$ cat src/rtl/mcu_window_router.sv
// Line-memory router for the convolution datapath: round-robin bank load, rotating 3-row
// convolver windows with write-back, and a valid/ready drain port. All outputs registered.
module mcu_window_router #(
  parameter int unsigned N           = 2,
  parameter int unsigned BITS_IMAGEN = 11,
  parameter int unsigned BITS_DATA   = BITS_IMAGEN
) (
  input  logic                         i_CLK,
  input  logic                         i_reset,
  input  logic [1:0]                   i_cmd,
  input  logic                         i_cmd_valid,
  input  logic                         i_valid,
  input  logic [BITS_DATA-1:0]         i_Data,
  input  logic [(N+2)*BITS_IMAGEN-1:0] i_MemData,
  input  logic [N*BITS_IMAGEN-1:0]     i_DataConv,
  input  logic                         i_advance,
  input  logic                         i_ready,
  output logic [(N+2)*BITS_IMAGEN-1:0] o_MemData,
  output logic [N+1:0]                 o_MemWe,
  output logic [3*N*BITS_IMAGEN-1:0]   o_DataConv,
  output logic                         o_conv_valid,
  output logic [BITS_DATA-1:0]         o_Data,
  output logic                         o_valid,
  output logic [1:0]                   o_state
);

  localparam int unsigned M    = N + 2;
  localparam int unsigned W    = BITS_IMAGEN;
  localparam int unsigned PtrW = $clog2(M);

  typedef enum logic [1:0] {
    StIdle  = 2'b00,
    StLoad  = 2'b01,
    StRun   = 2'b10,
    StDrain = 2'b11
  } state_e;

  state_e                 state_q, state_d;
  logic [PtrW-1:0]        load_ptr_q, load_ptr_d;
  logic [PtrW-1:0]        rot_q, rot_d;
  logic [PtrW-1:0]        rd_ptr_q, rd_ptr_d;
  logic [M*W-1:0]         mem_data_q, mem_data_d;
  logic [M-1:0]           mem_we_q, mem_we_d;
  logic [3*N*W-1:0]       conv_q, conv_d;
  logic                   conv_valid_q, conv_valid_d;
  logic [BITS_DATA-1:0]   data_q, data_d;
  logic                   valid_q, valid_d;

  // Bank index base+off with a single explicit wrap; off never exceeds M-1.
  function automatic int unsigned bank_idx(input logic [PtrW-1:0] base, input int unsigned off);
    int unsigned s;
    s = 32'(base) + off;
    if (s >= M) s = s - M;
    return s;
  endfunction

  function automatic logic [PtrW-1:0] ptr_inc(input logic [PtrW-1:0] p);
    return (p == PtrW'(M - 1)) ? '0 : p + PtrW'(1);
  endfunction

  always_comb begin
    int unsigned b0, b1, b2, lp, rp;
    state_d      = state_q;
    load_ptr_d   = load_ptr_q;
    rot_d        = rot_q;
    rd_ptr_d     = rd_ptr_q;
    mem_data_d   = '0;
    mem_we_d     = '0;
    conv_d       = conv_q;
    conv_valid_d = 1'b0;
    data_d       = data_q;
    valid_d      = 1'b0;
    b0           = 0;
    b1           = 0;
    b2           = 0;
    lp           = 32'(load_ptr_q);
    rp           = 32'(rd_ptr_q);

    unique case (state_q)
      StIdle: ;
      StLoad: begin
        if (i_valid) begin
          mem_we_d[lp]           = 1'b1;
          mem_data_d[lp*W +: W]  = W'(i_Data);
          load_ptr_d             = ptr_inc(load_ptr_q);
        end
      end
      StRun: begin
        if (i_valid) begin
          for (int unsigned k = 0; k < N; k++) begin
            b0 = bank_idx(rot_q, k);
            b1 = bank_idx(rot_q, k + 1);
            b2 = bank_idx(rot_q, k + 2);
            conv_d[(3*k)*W   +: W] = i_MemData[b0*W +: W];
            conv_d[(3*k+1)*W +: W] = i_MemData[b1*W +: W];
            conv_d[(3*k+2)*W +: W] = i_MemData[b2*W +: W];
            mem_we_d[b0]           = 1'b1;
            mem_data_d[b0*W +: W]  = i_DataConv[k*W +: W];
          end
          conv_valid_d = 1'b1;
        end
        if (i_advance) rot_d = PtrW'(bank_idx(rot_q, N));
      end
      StDrain: begin
        valid_d = valid_q;
        if (!valid_q || i_ready) begin
          data_d   = i_MemData[rp*W +: BITS_DATA];
          valid_d  = 1'b1;
          rd_ptr_d = ptr_inc(rd_ptr_q);
        end
      end
      default: ;
    endcase

    // A command takes effect next cycle; any command drops o_valid since either
    // DRAIN is left or re-entered with a fresh pointer.
    if (i_cmd_valid) begin
      state_d = state_e'(i_cmd);
      valid_d = 1'b0;
      unique case (state_e'(i_cmd))
        StLoad:  load_ptr_d = '0;
        StRun:   rot_d      = '0;
        StDrain: rd_ptr_d   = '0;
        default: ;
      endcase
    end
  end

  always_ff @(posedge i_CLK or posedge i_reset) begin
    if (i_reset) begin
      state_q      <= StIdle;
      load_ptr_q   <= '0;
      rot_q        <= '0;
      rd_ptr_q     <= '0;
      mem_data_q   <= '0;
      mem_we_q     <= '0;
      conv_q       <= '0;
      conv_valid_q <= 1'b0;
      data_q       <= '0;
      valid_q      <= 1'b0;
    end else begin
      state_q      <= state_d;
      load_ptr_q   <= load_ptr_d;
      rot_q        <= rot_d;
      rd_ptr_q     <= rd_ptr_d;
      mem_data_q   <= mem_data_d;
      mem_we_q     <= mem_we_d;
      conv_q       <= conv_d;
      conv_valid_q <= conv_valid_d;
      data_q       <= data_d;
      valid_q      <= valid_d;
    end
  end

  assign o_MemData    = mem_data_q;
  assign o_MemWe      = mem_we_q;
  assign o_DataConv   = conv_q;
  assign o_conv_valid = conv_valid_q;
  assign o_Data       = data_q;
  assign o_valid      = valid_q;
  assign o_state      = state_q;

endmodule

$ cat config.mk
export PLATFORM = sky130hd
export DESIGN_NAME = mcu_window_router
export DESIGN_NICKNAME = d
export VERILOG_FILES = /design/src/rtl/mcu_window_router.sv
export SDC_FILE = /design/constraint.sdc
export NUM_CORES = 1
export LEC_CHECK = 0
export ABC_AREA = 1
export BUFFER_PORTS_ARGS = -buffer_cell sky130_fd_sc_hd__buf_2
export CORE_MARGIN = 1
export CORE_UTILIZATION = 50
export CTS_CLUSTER_DIAMETER = 40
export DETAILED_ROUTE_END_ITERATION = 7
export GPL_ROUTABILITY_DRIVEN = 0
export PLACE_DENSITY = 0.88
export SYNTH_ARGS = -nofsm -noshare
export SYNTH_HDL_FRONTEND = slang
export SYNTH_SLANG_ARGS = --single-unit
$ cat constraint.sdc
create_clock -name i_CLK -period 4.68 [get_ports i_CLK]
set_input_delay 0.936 -clock i_CLK [delete_from_list [all_inputs] [get_ports i_CLK]]
set_output_delay 0.936 -clock i_CLK [all_outputs]
set_load 0.1 [all_outputs]
==> impl_results.md, run 1 <==
- Status: complete, no violations
- Relative slew slack: 40.4%
- Sink Count: roughly 110
- Total gr overflow: 0
- Share of post-route cells with drive strength above 1: 28.0%
- Hold_ws: 0.488 ns
- Antenna-violating nets left: 0
- Seq/Total Area, Yosys: 47.3%
- Via density: 5.60
- Hold path depth: 2
- Crit path kind: reg2reg
- Combinational share of power: a little under three fifths
- Area occupied by multi-input gates: approximately 2500 µm²
- Design Area, Final: roughly 7000 µm²
- CTS Buffer Depth: 2
- Yosys warns: 0
- Via count: 5931
- Instance count on the critical path: 7
- Synthesized area: 5920 µm²
- Initial antenna violation count: 0
- Crit path arrival time: ~3 ns
- Drt wl/cell: approximately 17 µm
- DR iter-0 viols: 602
- Synth-to-Final Area Change: 21.2%
- DRT Wirelength: between 15 and 20 mm
- Delay of the slowest cell on the worst path: between 0.6 and 0.7 ns
- Tmin final: around 2.8 ns
- H-tree levels: 3
- Leak: slightly below 4 nW
- Mean area per synthesized cell: roughly 8 µm²
- Crit share post-route: between 50% and 60%
- Worst-Margin Slew: between 0.8 and 0.9 ns
- DRC: 0
- I/O pins: ~210
- First-pass GRT wire length: approximately 28 mm
- Critical-path top delay cell: ha_1
- CP Launch Type: register
- Mapped Cells: 740
- IO buf count: between 200 and 250
- R2R cell count: 7
- Total Nets Final: 1019
- Unrepaired setup endpoints after global routing: no
- Internal: 2.02 mW
- Die Wd: 111 µm
- Layout Utilization: 62.6%
- Vias in the first global route: 5615
- P_sw: approximately 2.9 mW
- Post-CTS Setup Inserts: 0
- Dpl hpwl: roughly 13 mm
- Root Buffer: clkbuf_16
- Placed cells: ~1000
- Sw Share: about three fifths
- Max-cap viol count: 0
- Later-pin clock latency in the skew report: between 0.3 and 0.4 ns
- Row cnt: 39
- Gates resized, CTS repair: 0
- TritonRoute pass-1 iters: 5
- Core box area: ~11000 µm²
- CP endpoint kind: register
- Clock transition at the registers of the reported paths: 0.07 ns
- Crit-path max FO: 50
- Slew Limit Fails: 0
- Final setup vio count: 0
- Flop pwr share: between 20% and 30%
- Setup TNS: 0 ns
- Worst Hold Class: reg2reg
- Filler cells: roughly 950
- CP bufs+invs: 2
- Clock Power Share: approximately 16%
- Largest net degree at the start of global routing: 58
- Number of diodes: 0
- WP data required: approximately 5.0 ns
- Synth unique cells: 35
- Starting Density: between 50% and 60%
- Post-Layout Cell Count: between 1000 and 1500
- FF/Latch Area: around 2800 µm²
- Hold Vio Cnt, Final: 0
- Pwr Density: 690 nW/µm²
- DP Area: about 6900 µm²
- Die area: 12300 µm²
- Chip height: approximately 110 µm
- FMAX: between 300 and 400 MHz
- Total GRT Usage: about 29%
- Hold buffer count at cts: 0
- CTS buffer count: 9
- Crit path cell chain: buf_4 -> inv_2 -> ha_1 -> nand2_1 -> nor3_4 -> o211ai_1 -> a21oi_1
- Number of synthesized register bits: around 110
- Maximum vdd drop: roughly 0.76 mV
- Clk_skew: around 0.0096 ns
- CTS tree: done
- CP top delay family: buffers and inverters
==> path summary, 6_finish.rpt <==
path | start | slack (ns) | endpoint
setup / recovery | rot_q[1]$_DFF_PP0_ | 1.89 | o_MemData[24]$_DFF_PP0_
hold / removal | o_DataConv[65]$_DFFE_PP0P_ | 0.49 | o_DataConv[65]$_DFFE_PP0P_
setup reg to reg | rot_q[1]$_DFF_PP0_ | 1.89 | o_MemData[24]$_DFF_PP0_
hold reg to reg | o_DataConv[65]$_DFFE_PP0P_ | 0.49 | o_DataConv[65]$_DFFE_PP0P_
max in group asynchronous | i_reset | 3.09 | o_MemData[31]$_DFF_PP0_
min in group asynchronous | i_reset | 0.71 | o_MemData[41]$_DFF_PP0_
==> layout by cell type (no fill, tap or decap), drive strengths merged <==
cell type  netlist  routed
o22a             1       1
or2              1       1
a21oi           81      81
ha              21      21
nor3             2       2
clkinvlp         0       1
bufinv           0       1
o221ai           4       4
o21ai           73      73
a31oi           11      11
o22ai            6       6
clkbuf          22      13
buf             37     218
dfrtp          112     112
nand3           17      17
conb             2       5
nor2            30      30
a22oi            3       3
o211ai           9       9
inv             71      71
clkinv           1       1
nand2          229     229
nand4            7       7
==> power groups by stage <==
stage	clock network (mW)	registers (mW)	logic, mW
global placement	0	1.33	2.77
floorplan	0	2.61	1.15
finish	0.810	1.33	2.82
CTS	0.809	1.32	2.81
global route	0.851	1.35	2.93
detailed placement	0	1.34	2.80
==> stage by stage <==
stage / setup slack (ns) / power [mW]
CTS: 1.94 / 4.94
finish: 1.89 / 4.96
floorplan: 0.785 / 3.76
global placement: 1.93 / 4.10
global route: 1.74 / 5.14
detailed placement: 1.89 / 4.14
==> logic make-up after synthesis <==
logic type	count (synthesis)	synth area share (%)
AOI/OAI and AO/OA	188	17.7
adders and majority gates	21	4.44
buffers and inverters	131	10.4
DFF	112	47.3
other	2	0.127
and+or+nand+nor	286	20.0
==> worst min-delay path, delay by kind of cell, from the launching register on <==
kind | cells | cell delay, ns
flops | 1 | 0.34
compound gates | 1 | 0.06
simple gates | 1 | 0.05
==> metal layers <==
| layer | part of all wire (%) | global-route usage (%) | wire length, µm |
|---|---|---|---|
| met1 | 39 | 36.8 | 6820 |
| met4 | 5.4 | 15.5 | 940 |
| met2 | 47 | 46.4 | 8270 |
| met5 | 0 | 0 | 0 |
| met3 | 8.5 | 5.58 | 1490 |
==> flip-flops by register name, indices dropped and copies added, names as in the netlist <==
register and flops:
o_state 2, o_MemWe 4, rot_q 1, o_MemData 44
rd_ptr_q 2, o_Data 11, o_DataConv 44, o_valid 1
o_conv_valid 1, load_ptr_q 2
==> synthesized netlist by cell type (all sizes together) <==
library cell	n	area (µm²)
o21ai	73	369
nand4	7	43.8
a31oi	11	68.8
clkinv	1	5.00
ha	21	263
conb	2	7.51
buf	37	264
o22a	1	8.76
o22ai	6	43.8
inv	71	267
o221ai	4	35.0
dfrtp	112	2800
clkbuf	22	82.6
or2	1	6.26
o211ai	9	97.6
nand2	229	872
nor3	2	26.3
nor2	30	149
nand3	17	85.1
a21oi	81	405
a22oi	3	22.5
==> final cells by class <==
| class | count | share of cell area, % |
|---|---|---|
| inverter | 72 | 3.82 |
| tap | 143 | 2.49 |
| sequential | 112 | 39.0 |
| multi-input combinational | 500 | 35.0 |
| clock buffer | 13 | 3.76 |
| clock inverter | 2 | 0.523 |
| timing repair buffer | 218 | 15.4 |
Note: power is estimated with default switching activity, not from simulation.
==> run 2: changes to the inputs <==
Settings changed: ABC_AREA 1 to 0, PLACE_DENSITY 0.88 to 0.89.
Clock period 4.68 ns to 2.9 ns, I/O delays scaled along.
==> impl_results.md, run 2 <==
- Status: complete, no violations
- Crit path kind: reg2reg
- Slew Limit Fails: 0 (unchanged)
- Simple-Gate Fraction of Synth Area: 12.4% (-7.6 points)
- Worst-Margin Slew: 0.815 ns (-0.0753 ns)
- Unrepaired setup endpoints after global routing: no
- Root Buffer: clkbuf_16
- Vias in the first global route: 4933 (-12%)
- Max-cap viol count: 0 (unchanged)
- Pwr Density: 1130 nW/µm² (+64%)
- Die area: 12000 µm² (-2.7%)
- CTS Buffer Depth: 2 (unchanged)
- Total GRT Usage: 28.0% (-0.85 points)
- Compound-cell area share of the yosys netlist: 13.5% (-4.2 points)
- Die Wd: 109 µm (-1.3%)
- Mux cell area share after synthesis: 13.7% (+14 points)
- Worst Hold Class: in2async
- Hold Vio Cnt, Final: 0 (unchanged)
- TritonRoute pass-1 iters: 7 (+2)
- CTS buffer count: 9 (unchanged)
- Dpl hpwl: 11.7 mm (-6.9%)
- Placed cells: 832 (-20%)
- Post-CTS Setup Inserts: 0 (unchanged)
- FF/Latch Area: 2800 µm² (about the same)
- Crit-path max FO: 12 (-76%)
- DR iter-0 viols: 459 (-24%)
- Via count: 5007 (-16%)
- Mapped Cells: 529 (-29%)
- EDFF count, synth: 0 (unchanged)
- Filler cells: 888 (-6.0%)
- Row cnt: 38 (-2.6%)
- Setup TNS: 0 ns (unchanged)
- WP data required: 3.12 ns (-1.83 ns)
- Crit share post-route: 76.1% (+16 points)
- Relative slew slack: 45.7% (+5.2 points)
- Via density: 5.90 (+5.5%)
- Number of synthesized register bits: 112 (unchanged)
- Gates resized, CTS repair: 0 (unchanged)
- Sink Count: 112 (unchanged)
- Place WS: 0.723 ns (-1.17 ns)
- Leak: 3.62 nW (-8.2%)
- Share of post-route cells with drive strength above 1: 38.0% (+10 points)
- Tmin final: 2.21 ns (-0.586 ns)
- DRT Wirelength: 16.4 mm (-6.3%)
- Starting Density: 52.2% (+0.58 points)
- PnR worst setup slack: 0.694 ns (-1.19 ns)
- CP Launch Type: register
- Synth unique cells: 48 (+37%)
- Most common cell in the netlist: dfrtp_1
- DRC: 0 (unchanged)
- Xor and xnor area share after synthesis: 0.304% (+0.30 points)
- Yosys top cell by area: dfrtp_1
- Largest net degree at the start of global routing: 63 (+8.6%)
- FMAX: 453 MHz (+27%)
- Post-Layout Cell Count: 848 (-20%)
- Synth-to-Final Area Change: 22.1%
- Post-synth top area share: 48.6% (+1.3 points)
- Commonest non-fill, non-tap cells in the layout: buf_2, dfrtp_1, nand2_1
- Chip height: 109 µm (-1.3%)
- CP endpoint kind: register
- I/O pins: 214 (unchanged)
- Area occupied by multi-input gates: 2580 µm² (+2.6%)
- Seq/Total Area, Yosys: 48.6% (+1.3 points)
- Commonest non-fill, non-tap cell in the layout: buf_2
- First-pass GRT wire length: 25.1 mm (-10%)
- Total power: 7.98 mW (+61%)
- Yosys warns: 0 (unchanged)
- Hold buffer count at cts: 0 (unchanged)
- Adder and majority cell fraction of the synthesized area: 4.56% (+0.12 points)
- Later-pin clock latency in the skew report: 0.36 ns (about the same)
- Crit path arrival time: 2.43 ns (-0.63 ns)
- Synth top cells by count: dfrtp_1, nand2_1, mux2i_1
- Async SR Flop Fraction: 100% (unchanged)
- Clk_skew: 0.00857 ns (-0.000982 ns)
- Layout Utilization: 63.8% (+1.2 points)
- H-tree levels: 3 (unchanged)
- Final setup vio count: 0 (unchanged)
- Initial antenna violation count: 0 (unchanged)
- CTS tree: done
- Maximum vdd drop: 1.21 mV (+60%)
- Antenna-violating nets left: 0 (unchanged)
- Number of diodes: 0 (unchanged)
- Drt wl/cell: 19.4 µm (+17%)
- Area contributors post-synth: dfrtp_1, mux2i_1, ha_1
- Mean area per synthesized cell: 10.9 µm² (+36%)
- Dominant synthesized flop cell: dfrtp_1
- Synthesized area: 5760 µm² (-2.7%)
- Main combinational cell family by area after synthesis: multiplexers
- IO buf count: 213 (unchanged)
- Clock transition at the registers of the reported paths: 0.08 ns (about the same)
- Total gr overflow: 0 (unchanged)
- Core box area: 11000 µm² (-3.8%)
- Total Nets Final: 809 (-21%)
==> run 2: cell count changes after synthesis, moves of 8 or more <==
cell     delta
buf_2       +9
mux4_2     +11
o31ai_1    +15
mux2i_1    +36
nor2_1      +8
mux2_2     +16
a21oi_1    -64
inv_1      -56
o21ai_0    -37
nand2_1   -176
a32oi_1    +24
==> run 2: worst max-delay path, stage by stage, from the launching register on <==
cell and delay [ns]:
dfrtp_2 0.43, inv_1 0.30, ha_1 0.36, inv_1 0.07
ha_1 0.26, or2_2 0.32, a32oi_1 0.21, o211ai_1 0.12
==> run 2: path summary, 6_finish.rpt <==
kind	cells past startpoint	slack, ns	start	to
min in group i_CLK	2	0.46	i_cmd_valid	o_valid$_DFFE_PP0P_
worst max register to register	7	0.69	rot_q[1]$_DFF_PP0_	o_DataConv[53]$_DFFE_PP0P_
worst min-delay path	2	0.09	i_reset	o_valid$_DFFE_PP0P_
max in group asynchronous	3	1.84	i_reset	rot_q[1]$_DFF_PP0_
worst min register to register	2	0.50	o_DataConv[10]$_DFFE_PP0P_	o_DataConv[10]$_DFFE_PP0P_
worst max-delay path	7	0.69	rot_q[1]$_DFF_PP0_	o_DataConv[53]$_DFFE_PP0P_
==> run 2: layer usage <==
layer	track usage [%]	share of wire, %	vias up
met5	0	0	-
met4	10.1	2.0	0
met3	8.06	8.7	35
met2	47.0	51	263
met1	34.3	38	2472
li1	-	-	2237
==> run 2: cell type report <==
| type | instances | area share (%) |
|---|---|---|
| clock inverters | 5 | 0.569 |
| well taps | 140 | 2.49 |
| flip-flops and latches | 112 | 39.8 |
| clock buffers | 11 | 3.59 |
| multi-input cells | 349 | 36.7 |
| inverters | 12 | 0.693 |
| repair buffers | 219 | 16.1 |
==> run 2: where the power goes <==
group	switching [mW]	total, mW	internal, mW
sequential	0.274	2.15	1.87
clock	0.598	1.24	0.637
combinational	3.80	4.60	0.805
==> run 2: kinds of logic (layout without fill, tap and decap cells) <==
| family | after synthesis | count (layout) |
|---|---|---|
| xor+xnor | 2 | 2 |
| mux | 63 | 63 |
| simple gates | 142 | 142 |
| flops | 112 | 112 |
| fa+ha+maj | 21 | 21 |
| buf+inv | 71 | 247 |
| compound gates | 116 | 116 |
| other cells | 2 | 5 |
==> run 2: stage by stage <==
stage               hold slack [ns]  cell area, µm²
floorplan                     0.562            5780
global placement              0.456            6740
detailed placement            0.457            6740
CTS                          0.0789            7040
global route                 0.0831            7040
finish                       0.0855            7040
